==> src/rtl/reg_file_sb.sv <==
// Architectural register file with a pending-writeback scoreboard, optional
// same-cycle writeback forwarding and hazard flags for issue/writeback.
module reg_file_sb #(
    parameter int XLEN     = 32,
    parameter int NUM_REGS = 32,
    parameter int RD_PORTS = 2,
    parameter int BYPASS   = 1,
    localparam int AW      = $clog2(NUM_REGS),
    localparam int CW      = $clog2(NUM_REGS + 1)
) (
    input  logic                     clk,
    input  logic                     rst_n,
    input  logic [RD_PORTS*AW-1:0]   rd_addr,
    output logic [RD_PORTS*XLEN-1:0] rd_data,
    output logic [RD_PORTS-1:0]      rd_busy,
    input  logic                     iss_vld,
    input  logic [AW-1:0]            iss_addr,
    input  logic                     wb_vld,
    input  logic [AW-1:0]            wb_addr,
    input  logic [XLEN-1:0]          wb_data,
    output logic                     iss_waw,
    output logic                     wb_orphan,
    output logic [CW-1:0]            pend_cnt
);

    logic [XLEN-1:0]     regs [NUM_REGS];
    logic [NUM_REGS-1:0] pending;
    logic [NUM_REGS-1:0] pend_next;
    logic [CW-1:0]       cnt;

    logic wb_write;
    logic iss_set;
    logic same_addr;
    logic cnt_inc;
    logic cnt_dec;

    assign wb_write  = wb_vld && (wb_addr != '0);
    assign iss_set   = iss_vld && (iss_addr != '0);
    assign same_addr = iss_set && wb_vld && (wb_addr == iss_addr);

    // The counter follows the popcount of the pending vector: a set only
    // counts if the bit was clear, a clear only counts if the issue on the
    // same address does not immediately re-reserve it.
    assign cnt_inc = iss_set && !pending[iss_addr];
    assign cnt_dec = wb_vld && pending[wb_addr] && !same_addr;

    always_comb begin
        pend_next = pending;
        if (wb_vld)
            pend_next[wb_addr] = 1'b0;
        if (iss_set)
            pend_next[iss_addr] = 1'b1;
        pend_next[0] = 1'b0;
    end

    always_ff @(posedge clk) begin
        if (!rst_n) begin
            pending <= '0;
            cnt     <= '0;
        end else begin
            pending <= pend_next;
            cnt     <= cnt + CW'(cnt_inc) - CW'(cnt_dec);
        end
    end

    always_ff @(posedge clk) begin
        if (!rst_n) begin
            for (int i = 0; i < NUM_REGS; i++)
                regs[i] <= '0;
        end else if (wb_write) begin
            regs[wb_addr] <= wb_data;
        end
    end

    // Forwarding makes a same-cycle writeback look already retired to readers.
    for (genvar p = 0; p < RD_PORTS; p++) begin : g_rd
        logic [AW-1:0] addr;
        logic          hit;

        assign addr = rd_addr[p*AW +: AW];
        assign hit  = (BYPASS != 0) && wb_vld && (wb_addr == addr);

        assign rd_data[p*XLEN +: XLEN] = (addr == '0) ? '0 :
                                         hit          ? wb_data :
                                                        regs[addr];
        assign rd_busy[p] = pending[addr] && !hit;
    end

    assign iss_waw   = iss_vld && pending[iss_addr] && !(wb_vld && (wb_addr == iss_addr));
    assign wb_orphan = wb_vld && (wb_addr != '0) && !pending[wb_addr];
    assign pend_cnt  = cnt;

endmodule

==> config.mk <==
export PLATFORM = sky130hd
export DESIGN_NAME = reg_file_sb
export DESIGN_NICKNAME = d
export VERILOG_FILES = /design/src/rtl/reg_file_sb.sv
export SDC_FILE = /design/constraint.sdc
export NUM_CORES = 2
export LEC_CHECK = 0
export CORE_ASPECT_RATIO = 1.2
export CORE_MARGIN = 2
export CORE_UTILIZATION = 40
export CTS_CLUSTER_DIAMETER = 50
export DETAILED_ROUTE_END_ITERATION = 10
export PLACE_DENSITY = 0.56
export SLEW_MARGIN = 20
export SYNTH_ARGS = -nofsm -noshare
export SYNTH_HDL_FRONTEND = slang
export SYNTH_SLANG_ARGS = --single-unit
==> constraint.sdc <==
create_clock -name clk -period 8.05 [get_ports clk]
set_input_delay 1.2075 -clock clk [delete_from_list [all_inputs] [get_ports clk]]
set_output_delay 1.2075 -clock clk [all_outputs]
set_load 0.02 [all_outputs]
* After elaboration in Yosys (flattened, before gate mapping)
Memories as Yosys holds them, arrays and structs flattened.
Index checks and enable logic that the tools add are counted.
Widths: inputs -> output; s select.
** Word-level totals
- Bits in writable memories :: 1024
- Word-level logic and storage cells :: 71
- Output and inout port bits :: 74
- Bits in registers :: 38
- Memories kept :: 1
- Input bits :: 56
** Memories
- regs :: words 32, width 32, rd ports 2, clocked after memory_dff 0, write ports 32, RTL line 26 : logic [XLEN-1:0] regs [NUM_REGS];
** Operators by class
- Magnitude comparators :: 6
- Reduce and logical (&&, ||, !) cells :: 28
- Bitwise operators :: 3
- $add $sub $neg :: 2
- Equality and inequality tests :: 3
- Multiplexer cells :: 25
** Operators with widths (count)
- $mux 32 :: 7
- $and 32x32->32 :: 1
- $not 32->32 :: 1
- $or 32x32->32 :: 1
- $reduce_or 32->1 :: 1
- $lt 5x6->1 const B :: 4
- $bmux 1 s5 :: 4
- $logic_and 1x1->1 :: 17
- $eq 5x5->1 :: 3
- $mux 1 :: 11
- $demux 1 s5 :: 2
- $ge 5x1->1 const B :: 2
- $logic_not 5->1 :: 2
- $reduce_bool 5->1 :: 2
- $add 6x1->6 :: 1
- $logic_not 1->1 :: 6
- $sub 6x1->6 :: 1
- $mux 5 :: 1

* Logic depth before layout (Yosys ltp)
- Word-level depth :: 9
- Gate-level depth with buffers :: 16
- Gate-level depth less buffers :: 14

* Least setup slack after synthesis
Ideal clock, no wire load.
- Path type :: input to register
- Start point :: input wb_addr[0]
- End point :: memory regs[12][0], enable pin
- Stages :: 6
- Buffers on the path :: 3
- Arrival time :: 4.360 ns
- Required time :: 7.584 ns
- Library setup time :: 0.466 ns
- Path slack :: 3.225 ns
- Cell sequence :: buf_2 buf_6 nor2_1 nand4_1 buf_2 o21ai_0
** RTL lines
- start, declared :: RTL line 19 : input logic [AW-1:0] wb_addr,
- end, declared :: RTL line 26

* Final worst setup path
- Start point :: input wb_addr[1]
- End point :: output rd_data[60]
** Between the ends
- Word-level cells in the longest chain between the ends :: 4
** Ends and longest elaborated chain
- $eq 5x5->1 :: RTL line 81 : assign hit = (BYPASS != 0) && wb_vld && (wb_addr == addr);
- $logic_and 1x1->1 :: RTL line 81
- $mux 32 :: RTL line 84 : hit ? wb_data :
- $mux 32 :: RTL line 83 : assign rd_data[p*XLEN +: XLEN] = (addr == '0) ? '0 :
- end, declared :: RTL line 14 : output logic [RD_PORTS*XLEN-1:0] rd_data,
Every way passes these cells.

==> results.md <==
- Number of I/O pins: 130
- Floorplan core area: 141000 um2
- Inserted Clock Buffers: 130
- Compound-Gate Fraction of Synth Area: 5.67%
- Rows: 151
- Setup Crit Path Kind: input port to output port
- Slowest-stage cell, CP: clkdlybuf4s50_1
- Fin crit period: 6.53 ns
- Peak Freq: 0.153 GHz
- Post-route clock skew: 0.00770 ns
- Congestion Overflow GR: 0
- Largest family of logic cells by synthesized area: multiplexers
- Antenna-violating nets left: 0
- GR Util All Layers: 30.7%
- Hold crit path type: register to register
- Delay-heaviest family, CP: buffers and inverters
- Die X: 349 um
- Synthesized-area fraction occupied by and/or/nand/nor cells: 13.2%
- Crit-path most repeated cell: clkdlybuf4s50_1
- Area Overhead vs Synth: 13.8%
- Initial antenna violation count: 23
- IO buf count: 129
- Flops & latches, synth: 1061
- Starting Density: 40.3%
- Max Cap Viol: 0
- Peak VDD IR: 228 uV
- Worst path bufs/invs: 3
- GP Congestion: 0.875
- Top post-synthesis cells by area: edfxtp_1, mux4_2, and2_1
- Status: finished, final reports clean
- Clock Sinks: 1061
- Synth warnings: 0
- Pwr dens: 218 nW/um2
- Residual DRC: 0
- WP data arrival: 5.33 ns
- Worst-margin pin slew: 1.22 ns
- HPWL after DPL: 135000 um
- Layout Nets: 4008
- CTS max path bufs: 3
- Worst path max stage delay: 1.04 ns
- Via density: 6.53
- TNS Setup: 0 ns
- Synth area leader: edfxtp_1
- Iteration-0 DRC Markers: 5467
- Synth Area in Adders: 0.167%
- Post-CTS Setup Bufs: 0
- Slew headroom: 18.1%
- TritonRoute pass-1 iters: 6
- Async set-reset flop share out of synthesis: 0%
- Clk_lat worst skew: 0.78 ns
- Slew Viols, Final: 0
- Post-synth EDFFs: 1024
- CP required: 6.84 ns
- Synth cell types: 59
- Post-CTS resize count: 0
- Share of post-route cells with drive strength above 1: 23.6%
- Post-synth top area share: 53.9%
- WL final: 224000 um
- Synth Area in XOR/XNOR: 0.292%
- H-tree Lvls: 4
- Worst-path maximum fanout: 16
- Worst Setup Start Kind: input port
- # setup viols final: 0
- First-pass GRT wire length: 307000 um
- Chip height: 418 um
- Syn Inst Count: 3921
- Post-layout util: 45.9%
- Crit path cell chain: clkdlybuf4s50_1 -> xnor2_1 -> nand4_1 -> nor3_1 -> nor2b_4 -> buf_4 -> a32o_1 -> clkdlybuf4s50_1
- Number of global-route vias before repair: 38.0k
- Largest net degree at the start of global routing: 103
- Average size of a mapped cell: 14.5 um2
- RSZ-0062 raised after global routing: false
- Synth Flop Type: edfxtp_1
- Drt wl/cell: 38.0 um
- Register area share after synthesis: 55.2%
- Crit share post-route: 81.2%
- Syn Std Cell Area: 57000 um2
- Die ar.: 146000 um2
- Cell leakage power: 21.9 nW
- CTS root buffer: clkbuf_16
- Final Hold Vio Count: 0
- Mux share of post-synthesis cell area: 22.0%
- Clk slew on worst S/H paths: 0.06 ns
- CP Capture Type: output port
- CTS tree: yes
- Cts hold-fix bufs: 0
- Vias: 38.4k
[cell type report]
| type | count | area, um2 |
|---|---|---|
| Clock buffer | 162 | 3430 |
| Timing Repair Buffer | 285 | 2600 |
| Clock inverter | 65 | 622 |
| Fill cell | 12316 | 76400 |
| Tap cell | 1836 | 2300 |
| Antenna cell | 10 | 25.0 |
| Multi-Input combinational cell | 2456 | 24400 |
| Sequential cell | 1061 | 31500 |
| Inverter | 11 | 43.8 |
[report_power, final]
part,internal [mW],switching [mW]
Combinational,0.774,1.14
Sequential,6.36,0.152
Clock,3.25,2.47
Total,10.4,3.76
[synthesized netlist by cell type, types with 6 or more instances]
master    instances
o22ai_1         133
edfxtp_1       1024
a221o_1          12
o211ai_1         15
mux4_2          495
mux2i_1         138
a21oi_1          75
inv_1             9
nor2_1          125
ha_1              6
o221a_2          18
nand4_1           6
and2_1          997
dfxtp_1          37
nand3_1          24
clkbuf_1        306
buf_6            16
xnor2_1          13
buf_4            18
xor2_1            6
nor3_1            6
nand2_1          83
a22oi_1          87
nor2b_1          12
o21ai_0          70
buf_2            79
a32o_1           33
[worst min-delay path: stages, from the launching register on]
cell and delay [ns]:
dfxtp_1 0.33, o21ai_0 0.08, a21oi_1 0.06
[routing by layer]
metal / wire length [um] / share of wire [%] / global-route usage, % / vias to the layer above
li1: - / - / - / 15163
met1: 82800 / 37 / 39.1 / 20161
met2: 107000 / 48 / 49.7 / 2508
met3: 20700 / 9.2 / 5.89 / 572
met4: 13000 / 5.8 / 16.3 / 8
met5: 49 / 0.022 / 0 / -
[per-stage QoR]
step	setup slack [ns]	total power [mW]	hold WS [ns]	cells	instance area, um2
after floorplan	3.22	7.70	0.480	3952	57100
after global placement	1.63	8.49	0.501	5646	60800
after detailed placement	1.65	8.51	0.510	5649	60800
after CTS	1.65	14.2	0.518	5876	64900
after global routing	1.52	14.5	0.550	5880	64900
final	1.52	14.1	0.522	5886	64900
[cells in the final DEF (no fill, tap or decap), drive strengths merged, types with 10 or more instances in the layout]
cell type         n
o221a            18
clkinv           37
nand2            83
nand3            24
edfxtp         1024
nor2            125
a221o            12
conb             32
clkdlybuf4s50   116
dfxtp            37
diode            10
a22oi            87
o22ai           133
xnor2            13
a32o             33
o211ai           15
inv              27
and2            997
clkbuf          162
mux4            495
nor2b            12
o21ai            70
a21oi            75
mux2i           138
buf             169
[cells by family after synthesis]
family                     after synthesis
AOI/OAI and AO/OA                      474
adders and majority gates                7
muxes                                  635
buffers and inverters                  435
and+or+nand+nor                       1289
other                                    1
DFF                                   1061
xor gates and xnor gates                19
[sequential cells by signal, summed over array words and instances, names as in the netlist]
name,cells
pend_cnt,6
pending,31
regs,1024
[worst paths after layout]
path	start	slack [ns]	cells past startpoint	to
hold / removal	pending[26]	0.52	2	pending[26]
setup / recovery	wb_addr[1]	1.52	8	rd_data[60]
hold reg to reg	pending[26]	0.52	2	pending[26]
setup reg to reg	pending[11]	4.62	14	pend_cnt[4]
Power figures use the tool's default switching activity.
